**config.mk**
```make
export PLATFORM = sky130hd
export DESIGN_NAME = svc_uart_tx_arb
export DESIGN_NICKNAME = d
export VERILOG_FILES = /design/src/rtl/svc_uart_tx_arb.sv
export SDC_FILE = /design/constraint.sdc
export NUM_CORES = 1
export LEC_CHECK = 0
export CORE_MARGIN = 2
export CORE_UTILIZATION = 32
export CTS_CLUSTER_SIZE = 10
export DETAILED_ROUTE_END_ITERATION = 10
export GPL_TIMING_DRIVEN = 0
export PLACE_DENSITY = 0.61
export RECOVER_POWER = 50
export SLEW_MARGIN = 5
export SYNTH_ARGS = -nofsm -noshare
export SYNTH_HDL_FRONTEND = slang
export SYNTH_SLANG_ARGS = --single-unit
```
**constraint.sdc**
```tcl
create_clock -name clk -period 1.8 [get_ports clk]
set_clock_uncertainty 0.2 [all_clocks]
set_input_delay 0.54 -clock clk [delete_from_list [all_inputs] [get_ports clk]]
set_output_delay 0.54 -clock clk [all_outputs]
set_load 0.01 [all_outputs]
```
**src/rtl/svc_uart_tx_arb.sv**
```systemverilog
// svc_uart_tx_arb
// Arbitrates several byte-stream requesters onto one shared UART transmitter.
// A requester is granted ownership by round-robin and, with LINE_LOCK=1, keeps
// it until it sends a newline (0x0A) or stalls mid-line for MAX_HOLD cycles.
// With LINE_LOCK=0 ownership is released after every byte.
//
// Handshake semantics (all valid/ready pairs on this block):
//   A transfer happens on a rising edge where valid and ready are both high.
//   A source holds valid and its data stable until the transfer; valid never
//   waits on ready. ready may depend combinationally on the sink's state.
//   Here req_ready[owner] = !tx_valid || tx_ready, so the one-entry output
//   register can take a new byte in the same cycle it hands one to the UART.
module svc_uart_tx_arb #(
  parameter int NUM_REQ   = 2,
  parameter int LINE_LOCK = 1,
  parameter int MAX_HOLD  = 256
) (
  input  logic                   clk,
  input  logic                   rst_n,
  input  logic [NUM_REQ-1:0]     req_valid,
  input  logic [8*NUM_REQ-1:0]   req_data,
  output logic [NUM_REQ-1:0]     req_ready,
  output logic                   tx_valid,
  output logic [7:0]             tx_data,
  input  logic                   tx_ready,
  output logic [NUM_REQ-1:0]     grant,
  output logic                   hold_timeout,
  output logic                   dbg_state
);

  localparam int IW = $clog2(NUM_REQ);
  localparam int HW = ($clog2(MAX_HOLD) > 8) ? $clog2(MAX_HOLD) : 8;
  localparam logic [IW-1:0] LAST_IDX = IW'(NUM_REQ - 1);
  localparam logic [HW-1:0] HOLD_LIM = HW'(MAX_HOLD - 1);

  typedef enum logic {
    S_IDLE = 1'b0,
    S_OWN  = 1'b1
  } state_t;

  // Registered state
  state_t            r_state;
  logic [NUM_REQ-1:0] r_grant;
  logic [IW-1:0]     r_owner;
  logic [IW-1:0]     r_last_owner;
  logic              r_tx_valid;
  logic [7:0]        r_tx_data;
  logic [HW-1:0]     r_hold_cnt;
  logic              r_hold_timeout;

  // Combinational helpers
  logic              w_out_free;
  logic [NUM_REQ-1:0] w_req_ready;
  logic              w_accept;
  logic [7:0]        w_own_data;
  logic              w_is_nl;
  logic              w_hold_hit;
  logic              w_release;
  logic              w_rr_found;
  logic [IW-1:0]     w_rr_idx;
  logic [IW-1:0]     w_cand;
  logic [NUM_REQ-1:0] w_rr_onehot;

  // Output register can take a byte when empty or draining this cycle.
  assign w_out_free  = !r_tx_valid || tx_ready;
  assign w_req_ready = r_grant & {NUM_REQ{w_out_free}};
  assign w_accept    = |(req_valid & w_req_ready);
  assign w_is_nl     = (w_own_data == 8'h0A);

  // Stall limit reached; a byte accepted in the same cycle takes precedence.
  assign w_hold_hit  = (LINE_LOCK != 0) && (r_state == S_OWN) && !w_accept &&
                       (r_hold_cnt == HOLD_LIM);

  // Ownership ends on the edge after the releasing byte or the stall limit.
  assign w_release   = (r_state == S_OWN) &&
                       ((w_accept && ((LINE_LOCK == 0) || w_is_nl)) || w_hold_hit);

  // Select the current owner's byte lane.
  always_comb begin
    w_own_data = 8'h00;
    for (int i = 0; i < NUM_REQ; i++) begin
      if (r_owner == IW'(i)) begin
        w_own_data = req_data[8*i +: 8];
      end
    end
  end

  // Round-robin search starting just after the last owner, with wrap.
  always_comb begin
    w_rr_found = 1'b0;
    w_rr_idx   = '0;
    w_cand     = r_last_owner;
    for (int k = 0; k < NUM_REQ; k++) begin
      w_cand = (w_cand == LAST_IDX) ? '0 : w_cand + IW'(1);
      if (!w_rr_found && req_valid[w_cand]) begin
        w_rr_found = 1'b1;
        w_rr_idx   = w_cand;
      end
    end
  end

  // Decode the round-robin winner into a one-hot grant vector.
  always_comb begin
    w_rr_onehot = '0;
    for (int i = 0; i < NUM_REQ; i++) begin
      w_rr_onehot[i] = (w_rr_idx == IW'(i));
    end
  end

  // One-entry output stage; drains toward the UART independently of grant.
  always_ff @(posedge clk or negedge rst_n) begin
    if (!rst_n) begin
      r_tx_valid <= 1'b0;
      r_tx_data  <= 8'h00;
    end else if (w_accept) begin
      r_tx_valid <= 1'b1;
      r_tx_data  <= w_own_data;
    end else if (tx_ready) begin
      r_tx_valid <= 1'b0;
    end
  end

  // Ownership FSM with grant, hold counter and timeout pulse as registered outputs.
  always_ff @(posedge clk or negedge rst_n) begin
    if (!rst_n) begin
      r_state        <= S_IDLE;
      r_grant        <= '0;
      r_owner        <= '0;
      r_last_owner   <= LAST_IDX;
      r_hold_cnt     <= '0;
      r_hold_timeout <= 1'b0;
    end else begin
      r_hold_timeout <= 1'b0;
      case (r_state)
        S_IDLE: begin
          if (w_rr_found) begin
            r_state    <= S_OWN;
            r_grant    <= w_rr_onehot;
            r_owner    <= w_rr_idx;
            r_hold_cnt <= '0;
          end
        end
        S_OWN: begin
          if (w_release) begin
            r_state        <= S_IDLE;
            r_grant        <= '0;
            r_last_owner   <= r_owner;
            r_hold_cnt     <= '0;
            r_hold_timeout <= w_hold_hit;
          end else if (w_accept) begin
            r_hold_cnt <= '0;
          end else if (LINE_LOCK != 0) begin
            r_hold_cnt <= r_hold_cnt + HW'(1);
          end
        end
        default: begin
          r_state <= S_IDLE;
        end
      endcase
    end
  end

  assign req_ready    = w_req_ready;
  assign tx_valid     = r_tx_valid;
  assign tx_data      = r_tx_data;
  assign grant        = r_grant;
  assign hold_timeout = r_hold_timeout;
  assign dbg_state    = r_state;

endmodule

```
# After elaboration in Yosys (flattened, before gate mapping)
# Index checks and enable logic that the tools add are counted.
dict set report word_totals {
  rom_bits 0
  mem_count 0
  ff_bits 23
  latchBits 0
  in_bits 21
  wordCells 61
  mem_bits_rw 0
}
dict set report op_classes {
  div_mod_pow 0
  eq_ne 4
  muxes 25
  n_addsub 3
  bitwise 4
  reduce_logical 15
  order_cmp 2
  multipliers 0
  shift 0
}
# operator n
set ops {}
lappend ops {{$mux W8} 4}
lappend ops {{$mux W1} 16}
lappend ops {{$pmux W8 S2} 1}
lappend ops {{$add A8 B1 Y8 const B} 1}
lappend ops {{$eq A8 B4 Y1 const B} 1}
lappend ops {{$eq A8 B8 Y1 const B} 1}
lappend ops {{$reduce_and A2 Y1} 3}
lappend ops {{$logic_and A1 B1 Y1} 5}
lappend ops {{$and A2 B2 Y2} 2}
lappend ops {{$lt A1 B2 Y1 const B} 2}
lappend ops {{$mux W2} 2}
lappend ops {{$pmux W2 S2} 1}
lappend ops {{$logic_not A1 Y1} 3}
lappend ops {{$add A1 B1 Y1 const B} 2}
lappend ops {{$logic_or A1 B1 Y1} 2}
lappend ops {{$ne A2 B1 Y1 const B} 1}
lappend ops {{$ne A2 B2 Y1 const B} 1}
lappend ops {{$not A1 Y1} 2}
lappend ops {{$pmux W1 S2} 1}
lappend ops {{$reduce_bool A2 Y1} 1}
lappend ops {{$reduce_or A2 Y1} 1}

# Depth between registers and ports, before layout
# Gate-level depths: netlist of run 1.
dict set report depth {
  depth_word 12
  mapped_depth 6
  depth_no_buf 6
}

# Worst setup path before layout of run 1
# OpenSTA, ideal clock, no wires.
dict set report synth_path {
  kind {input -> register}
  start {in req_data[13]}
  end {reg r_last_owner}
  stages 5
  t_required_ps 1515
  path_buffers 0
  slack_ps -279
  t_arrival_ps 1794
  path_cell_list {or4b_1 > o22ai_2 > o211ai_2 > a21oi_2 > mux2_1}
}
dict set report synth_via {
  elab_chain_len 6
}
# element line_no
set synth_lines {}
lappend synth_lines {{start, declared} 21} ;# input logic [8*NUM_REQ-1:0] req_data,
lappend synth_lines {{$mux W8} 82} ;# if (r_owner == IW'(i)) begin
lappend synth_lines {{$eq A8 B4 Y1} 68} ;# assign w_is_nl = (w_own_data == 8'h0A);
lappend synth_lines {{$logic_and A1 B1 Y1} 76} ;# ((w_accept && ((LINE_LOCK == 0) || w_is_nl)) || w_hold_hit);
lappend synth_lines {{$logic_or A1 B1 Y1} 76}
lappend synth_lines {{$logic_and A1 B1 Y1} 75} ;# assign w_release = (r_state == S_OWN) &&
lappend synth_lines {{$reduce_and A2 Y1 (no line)} n/a}
lappend synth_lines {{end signal, assigned} 147} ;# r_last_owner <= r_owner;
lappend synth_lines {{end, declared} 45} ;# logic [IW-1:0] r_last_owner;
# Every way passes these cells.
# A chain may end at the register's enable or synchronous reset.

# Worst setup path after layout of run 1
dict set report layout_path {
  start {in req_data[5]}
  end {reg r_grant[0], in the netlist grant[0]}
}
dict set report layout_via {
  elab_chain_len 7
}
# element line_no
set layout_lines {}
lappend layout_lines {{$mux W8} 82}
lappend layout_lines {{$eq A8 B4 Y1} 68}
lappend layout_lines {{$logic_and A1 B1 Y1} 76}
lappend layout_lines {{$logic_or A1 B1 Y1} 76}
lappend layout_lines {{$logic_and A1 B1 Y1} 75}
lappend layout_lines {{$ne A2 B1 Y1 (no line)} n/a}
lappend layout_lines {{$reduce_and A2 Y1 (no line)} n/a}
lappend layout_lines {{end signal, assigned} 138} ;# r_grant <= w_rr_onehot;
lappend layout_lines {{end, declared} 43} ;# logic [NUM_REQ-1:0] r_grant;
# Every way passes these cells.

==> impl_results.md, run 1 <==
* Status: complete, but fails checks
* Failing checks: setup timing
* Syn_nets at 139
* Cell variety after synth at 37
* CTS Hold Bufs at 0
* CP endpoint: grant[0]
* Synth async-reset ratio at 100.0%
* Setup crit end kind: flip-flop
* RSZ-0062 raised after global routing: yes
* Register area share after synthesis at 50.00%
* Synth Instances at 117
* Ratio of final minimum period to clock period at 112.5%
* Fill cells at 319
* Vias in the first global route at 1143
* Power Total at 0.001445 W
* Port Buf Inserts at 35
* DP HPWL at 2061 um
* FP Rows at 21
* Mean Syn Cell Area at 9.860 um2
* Slew Viols, Final at 0
* Slowest stage delay, CP at 0.54 ns
* Total gr overflow at 0
* Multi-input logic area at 628.1 um2
* CP Launch Type: primary input
* Syn. warnings at 0
* Die width at 64.04 um
* Finished Layout Cells at 211
* R2R depth at 5
* Placed Cells at 198
* Fmax at 493.7 MHz
* Crit-path max FO at 2
* Max_cap viols at 0
* Rel. slew slack at 16.70%
* Synth Cell Area at 1154 um2
* Commonest non-fill, non-tap cell in the layout: dfrtp_1
* Post-route ant nets at 0
* #FFs+latches synth at 23
* Top FF cell, synth: dfrtp_1
* Register area at 576.8 um2
* VDD IR max at 371.1 uV
* Post-synth EDFFs at 0
* Residual DRC at 0
* DR iter-0 viols at 31
* Fin crit period at 2.026 ns
* M3 GR Usage at 2.113%
* Worst setup margin at -0.2256 ns
* Clock-pin slew on the worst setup and hold paths at 0.13 ns
* Top Usage Layer GRT: met2
* Final wirelength at 2831 um
* Hold Vio Cnt, Final at 0
* H-tree lvl count at 1
* Clock latency on the worst-skew pair at 0.30 ns
* Die Ht at 64.04 um
* Full die area at 4101 um2
* R2r endpoint: grant[0]
* Actual slew at the worst max-slew pin at 1.249 ns
* Area Growth Syn to Fin at 47.18%
* R2R Setup Slk at -0.17 ns
* Critical path origin: req_data[5]
* Core area at 3390 um2
* Crit path DAT at 2.03 ns
* Min-delay worst type: in -> async
* TritonRoute pass-1 iters at 4
* Num CTS Buffers at 3
* Nets at 188
* WS Path Type: in -> reg
* Antenna cell count at 0
* Leak pwr at 0.7667 nW
* Clock buffer depth at 2
* Met2 Usage GRT at 26.82%
* Detailed-route via count at 1054
* GRT met1 Usage at 18.57%
* Initial Utilization at 34.03%
* Wire length per cell at 13.42 um
* GPL Wtd Cong at 0.7729
* Root cell of the clock tree: clkbuf_4
* PwrDens at 850.8 nW/um2
* IO Pins at 36
* CTS tree: yes
* CP Cell Sequence: dlygate4sd2_1, or4_4, o22ai_4, o211ai_2, a31o_1, a32o_1
* Most frequent cells in the layout: dfrtp_1 (22), dlygate4sd2_1 (17), nand2_1 (12), nor2_1 (12), clkdlybuf4s50_1 (10)
* First-pass GRT wire length at 4947 um
* Initial antenna violation count at 0
* FF-to-FF Start: r_owner
* Tot GR Track Use at 14.94%
* Critical Path RT at 1.81 ns
* Vias per cell at 4.995
* Clk sinks at 23
* Largest net degree at the start of global routing at 24
* Slowest stage cell, crit path: or4_4
* Share of layout cells above drive strength 1 at 26.06%
* # setup viols final at 6
stage by stage:
| stage | util, % | setup WS (ns) | cell area [um2] | TNS (ns) | hold slack, ns |
|---|---|---|---|---|---|
| floorplan | - | -0.2791 | 1154 | -0.8135 | 0.04441 |
| global placement | 46.07 | -0.8283 | 1562 | -19.96 | 0.2684 |
| detailed placement | 46.07 | -0.8326 | 1562 | -20.57 | 0.2744 |
| CTS | 48.87 | -0.2416 | 1657 | -0.9444 | 0.2938 |
| global route | 50.09 | -0.2675 | 1698 | -1.158 | 0.3276 |
| finish | 50.09 | -0.2256 | 1698 | -0.8812 | 0.2684 |
logic make-up after synthesis:
group	after synthesis	synth area share, %
DFF	23	50.00
buffers and inverters	5	1.953
and+or+nand+nor	49	21.69
adders and majority gates	1	1.084
muxes	9	7.918
AOI/OAI and AO/OA	30	17.35
critical path: cells and delay by family:
| kind | cells | cell delay (ns) |
|---|---|---|
| AND/OR/NAND/NOR | 1 | 0.54 |
| buffers and inverters | 1 | 0.25 |
| AO/OA/AOI/OAI | 4 | 0.71 |
synth_stat cells (2+ instances only):
cell type	count	area, um2
nor4b_1	2	17.52
mux2i_1	8	80.08
clkbuf_1	2	7.510
nor2b_1	2	12.51
a31oi_1	3	18.77
o21ai_0	5	25.02
dfrtp_1	22	550.5
nand2b_1	5	31.28
nor3_1	2	10.01
a21oi_1	9	45.04
nand2_1	12	45.04
nor2_1	13	48.80
nand3_1	3	15.01
inv_1	2	7.510
o21ai_1	4	20.02
and2_1	2	12.51
layer usage:
| metal | wire [um] | up-vias |
|---|---|---|
| met3 | 128 | 2 |
| met4 | 12 | 0 |
| met2 | 1394 | 29 |
| met5 | 0 | - |
| met1 | 1296 | 501 |
| li1 | - | 522 |
repair_timing:
item                                    4_1_cts  5_1_grt
setup buffers                                 8        1
endpoints found under the setup margin       37       20
resized for setup                            50       17
pin swaps                                     7        5
layout make-up:
cell class	count	area share, %
buffer	3	1.032
clock buffer	3	1.326
clock inverter	1	0.2948
inverter	2	0.4422
sequential	23	33.97
tap	46	3.390
timing repair buffer	44	22.55
multi-input combinational	89	36.99
sequential cells by signal, summed over array words and instances, names as in the netlist:
register,flops
tx_data,8
grant,2
r_hold_cnt,8
r_owner,1
dbg_state,1
tx_valid,1
hold_timeout,1
r_last_owner,1
power breakdown:
group          switching [W]  internal (W)
combinational       0.000232      0.000259
clock               0.000155     0.0000828
sequential         0.0000874      0.000628
how the worst min path moves through the flow:
stage	from	end	slack [ns]	depth (start not counted)
finish	rst_n	tx_data[0]	0.27	1
global route	r_hold_cnt[0]	r_hold_cnt[0]	0.33	1
CTS	r_hold_cnt[7]	r_hold_cnt[7]	0.29	1
detailed placement	r_hold_cnt[7]	r_hold_cnt[7]	0.27	1
floorplan	rst_n	dbg_state	0.04	0
global placement	r_hold_cnt[6]	r_hold_cnt[6]	0.27	1
(Power assumes the default switching activity.)
==> run 2: changes to the inputs <==
--- a/config.mk
+++ b/config.mk
@@ -9,6 +9,7 @@
 export CORE_UTILIZATION = 32
 export CTS_CLUSTER_SIZE = 10
 export DETAILED_ROUTE_END_ITERATION = 10
+export GPL_ROUTABILITY_DRIVEN = 0
 export GPL_TIMING_DRIVEN = 0
 export PLACE_DENSITY = 0.61
 export RECOVER_POWER = 50
==> results of run 2 <==
Final layout, timing and power as in run 1 (identical DEF).
==> variant, RTL diff (flow settings as in run 2) <==
Make the reset (`rst_n`) synchronous in 2 clocked blocks.
--- a/src/rtl/svc_uart_tx_arb.sv
+++ b/src/rtl/svc_uart_tx_arb.sv
@@ -110,3 +110,3 @@
   // One-entry output stage; drains toward the UART independently of grant.
-  always_ff @(posedge clk or negedge rst_n) begin
+  always_ff @(posedge clk) begin
     if (!rst_n) begin
@@ -123,3 +123,3 @@
   // Ownership FSM with grant, hold counter and timeout pulse as registered outputs.
-  always_ff @(posedge clk or negedge rst_n) begin
+  always_ff @(posedge clk) begin
     if (!rst_n) begin
Behaviour: differs if rst_n is asserted again (counterexample within 4 cycles, from zero or initial values and one cycle with rst_n low); with rst_n held inactive, the same outputs for 10 cycles.
==> variant against run 2 <==
- the flow still finishes with violations (setup timing)
- synthesized area is 1.2% higher
- highest routed layer unchanged
- total power shrank 25%
- final area grew 3.2%
- first-iteration DRC count shrank 23%
- setup slack better by 0.20 ns
- die area is 1.1% higher
- combinational power down 46%
- largest power group unchanged
- largest cell class unchanged
- sequential cell count stayed put
- core utilization is 1.2 points higher
- hold slack gained 0.040 ns
- wire length rose by 14%
==> variant: results (changes against run 2) <==
- Post-Synth XOR/XNOR Area: 3.751% (was 0%)
- Routed length per placed instance: 14.43 um (was 13.42 um)
- R2R Path Start: r_owner (unchanged)
- Number of global-route vias before repair: 1,078 (was 1,143)
- Critical path fanouts, max: 3 (was 2)
- Synth top area share: 39.44% (was 47.72%)
- Post-CTS Setup Inserts: 6 (was 8)
- Ranking of synthesized cells by area: dfxtp_1 (39%), mux2i_1 (6.0%), a211oi_1 (4.5%) (was dfrtp_1 (48%), mux2i_1 (6.9%), nor2_1 (4.2%))
- Footprint of the multi-input gates: 758.2 um^2 (was 628.1 um^2)
- Sequential cell area share: 27.34% (was 33.97%)
- Setup slack after layout: -0.03035 ns (was -0.2256 ns)
- Post-synthesis adder-cell area fraction: 1.072% (was 1.085%)
- Non-clock buffer share: 23.98% (was 23.58%)
- CP endpoint: grant[1] (was grant[0])
- Post-CTS sizing: 57 (was 50)
- Status: complete, but fails checks (unchanged)
- Failing checks: setup timing (unchanged)
- Unique masters post-synth: 41 (was 37)
- Register area share after synthesis: 39.44% (was 50.00%)
- WL met1: 1461 um (was 1296 um)
- Metal2 WL: 1622 um (was 1394 um)
- Worst-case reg-to-reg path depth: 4 (was 5)
- Arr. time, crit path: 1.82 ns (was 2.03 ns)
- Die area: 0.004147 mm^2 (was 0.004101 mm^2)
- Post-synth ARST share: 0% (was 100.0%)
- Slew @ Worst Pin: 0.5347 ns (was 1.249 ns)
- LEAKAGE: 0.6704 nW (was 0.7667 nW)
- Setup TNS: -0.03035 ns (was -0.8812 ns)
- Multiplexer share of the synthesized area: 6.002% (was 7.918%)
- Nets: 200 (was 188)
- First-pass GRT wire length: 5154 um (was 4947 um)
- Largest net degree at the start of global routing: 15 (was 24)
- Comb_multi_in: 99 (was 89)
- Place WS: -0.9092 ns (was -0.8326 ns)
- Vias/cell: 5.256 (was 4.995)
- Initial drt markers: 24 (was 31)
- Internal power: 0.7635 mW (was 0.9700 mW)
- CP startpoint: req_data[8] (was req_data[5])
- Combinational Power Share: 24.6% (was 34.0%)
- Slowest-stage cell, CP: or4b_4 (was or4_4)
- Non-clk bufs: 49 (was 47)
- Setup violations, final: 1 (was 6)
- Area after DPL: 0.001588 mm^2 (was 0.001562 mm^2)
- Metal3 WL: 108 um (was 128 um)
-- variant: cell types whose count changed after synthesis, moves of 4 or more --
| cell | delta |
|---|---|
| dfxtp_1 | +23 |
| dfrtp_1 | -22 |
| nor3_1 | +8 |
| a211oi_1 | +7 |
| nand4_1 | +6 |
| a21oi_1 | -5 |
| nand2_1 | -5 |
| xor2_1 | +4 |
-- variant: metrics by stage --
| step | utilization, % | cells | hold WS (ns) |
|---|---|---|---|
| 2_1_floorplan | - | 129 | 0.2925 |
| 3_3_place_gp | 46.48 | 210 | 0.2889 |
| 3_5_place_dp | 46.48 | 210 | 0.2954 |
| 4_1_cts | 49.60 | 220 | 0.3113 |
| 5_1_grt | 51.32 | 223 | 0.3442 |
| 6_report | 51.32 | 223 | 0.3089 |
-- variant: per-layer routing --
metal  vias up  GRT usage, %
met5         -             0
met4         0         3.989
met3         4         2.113
met2        29         27.99
met1       547         20.56
li1        592             -
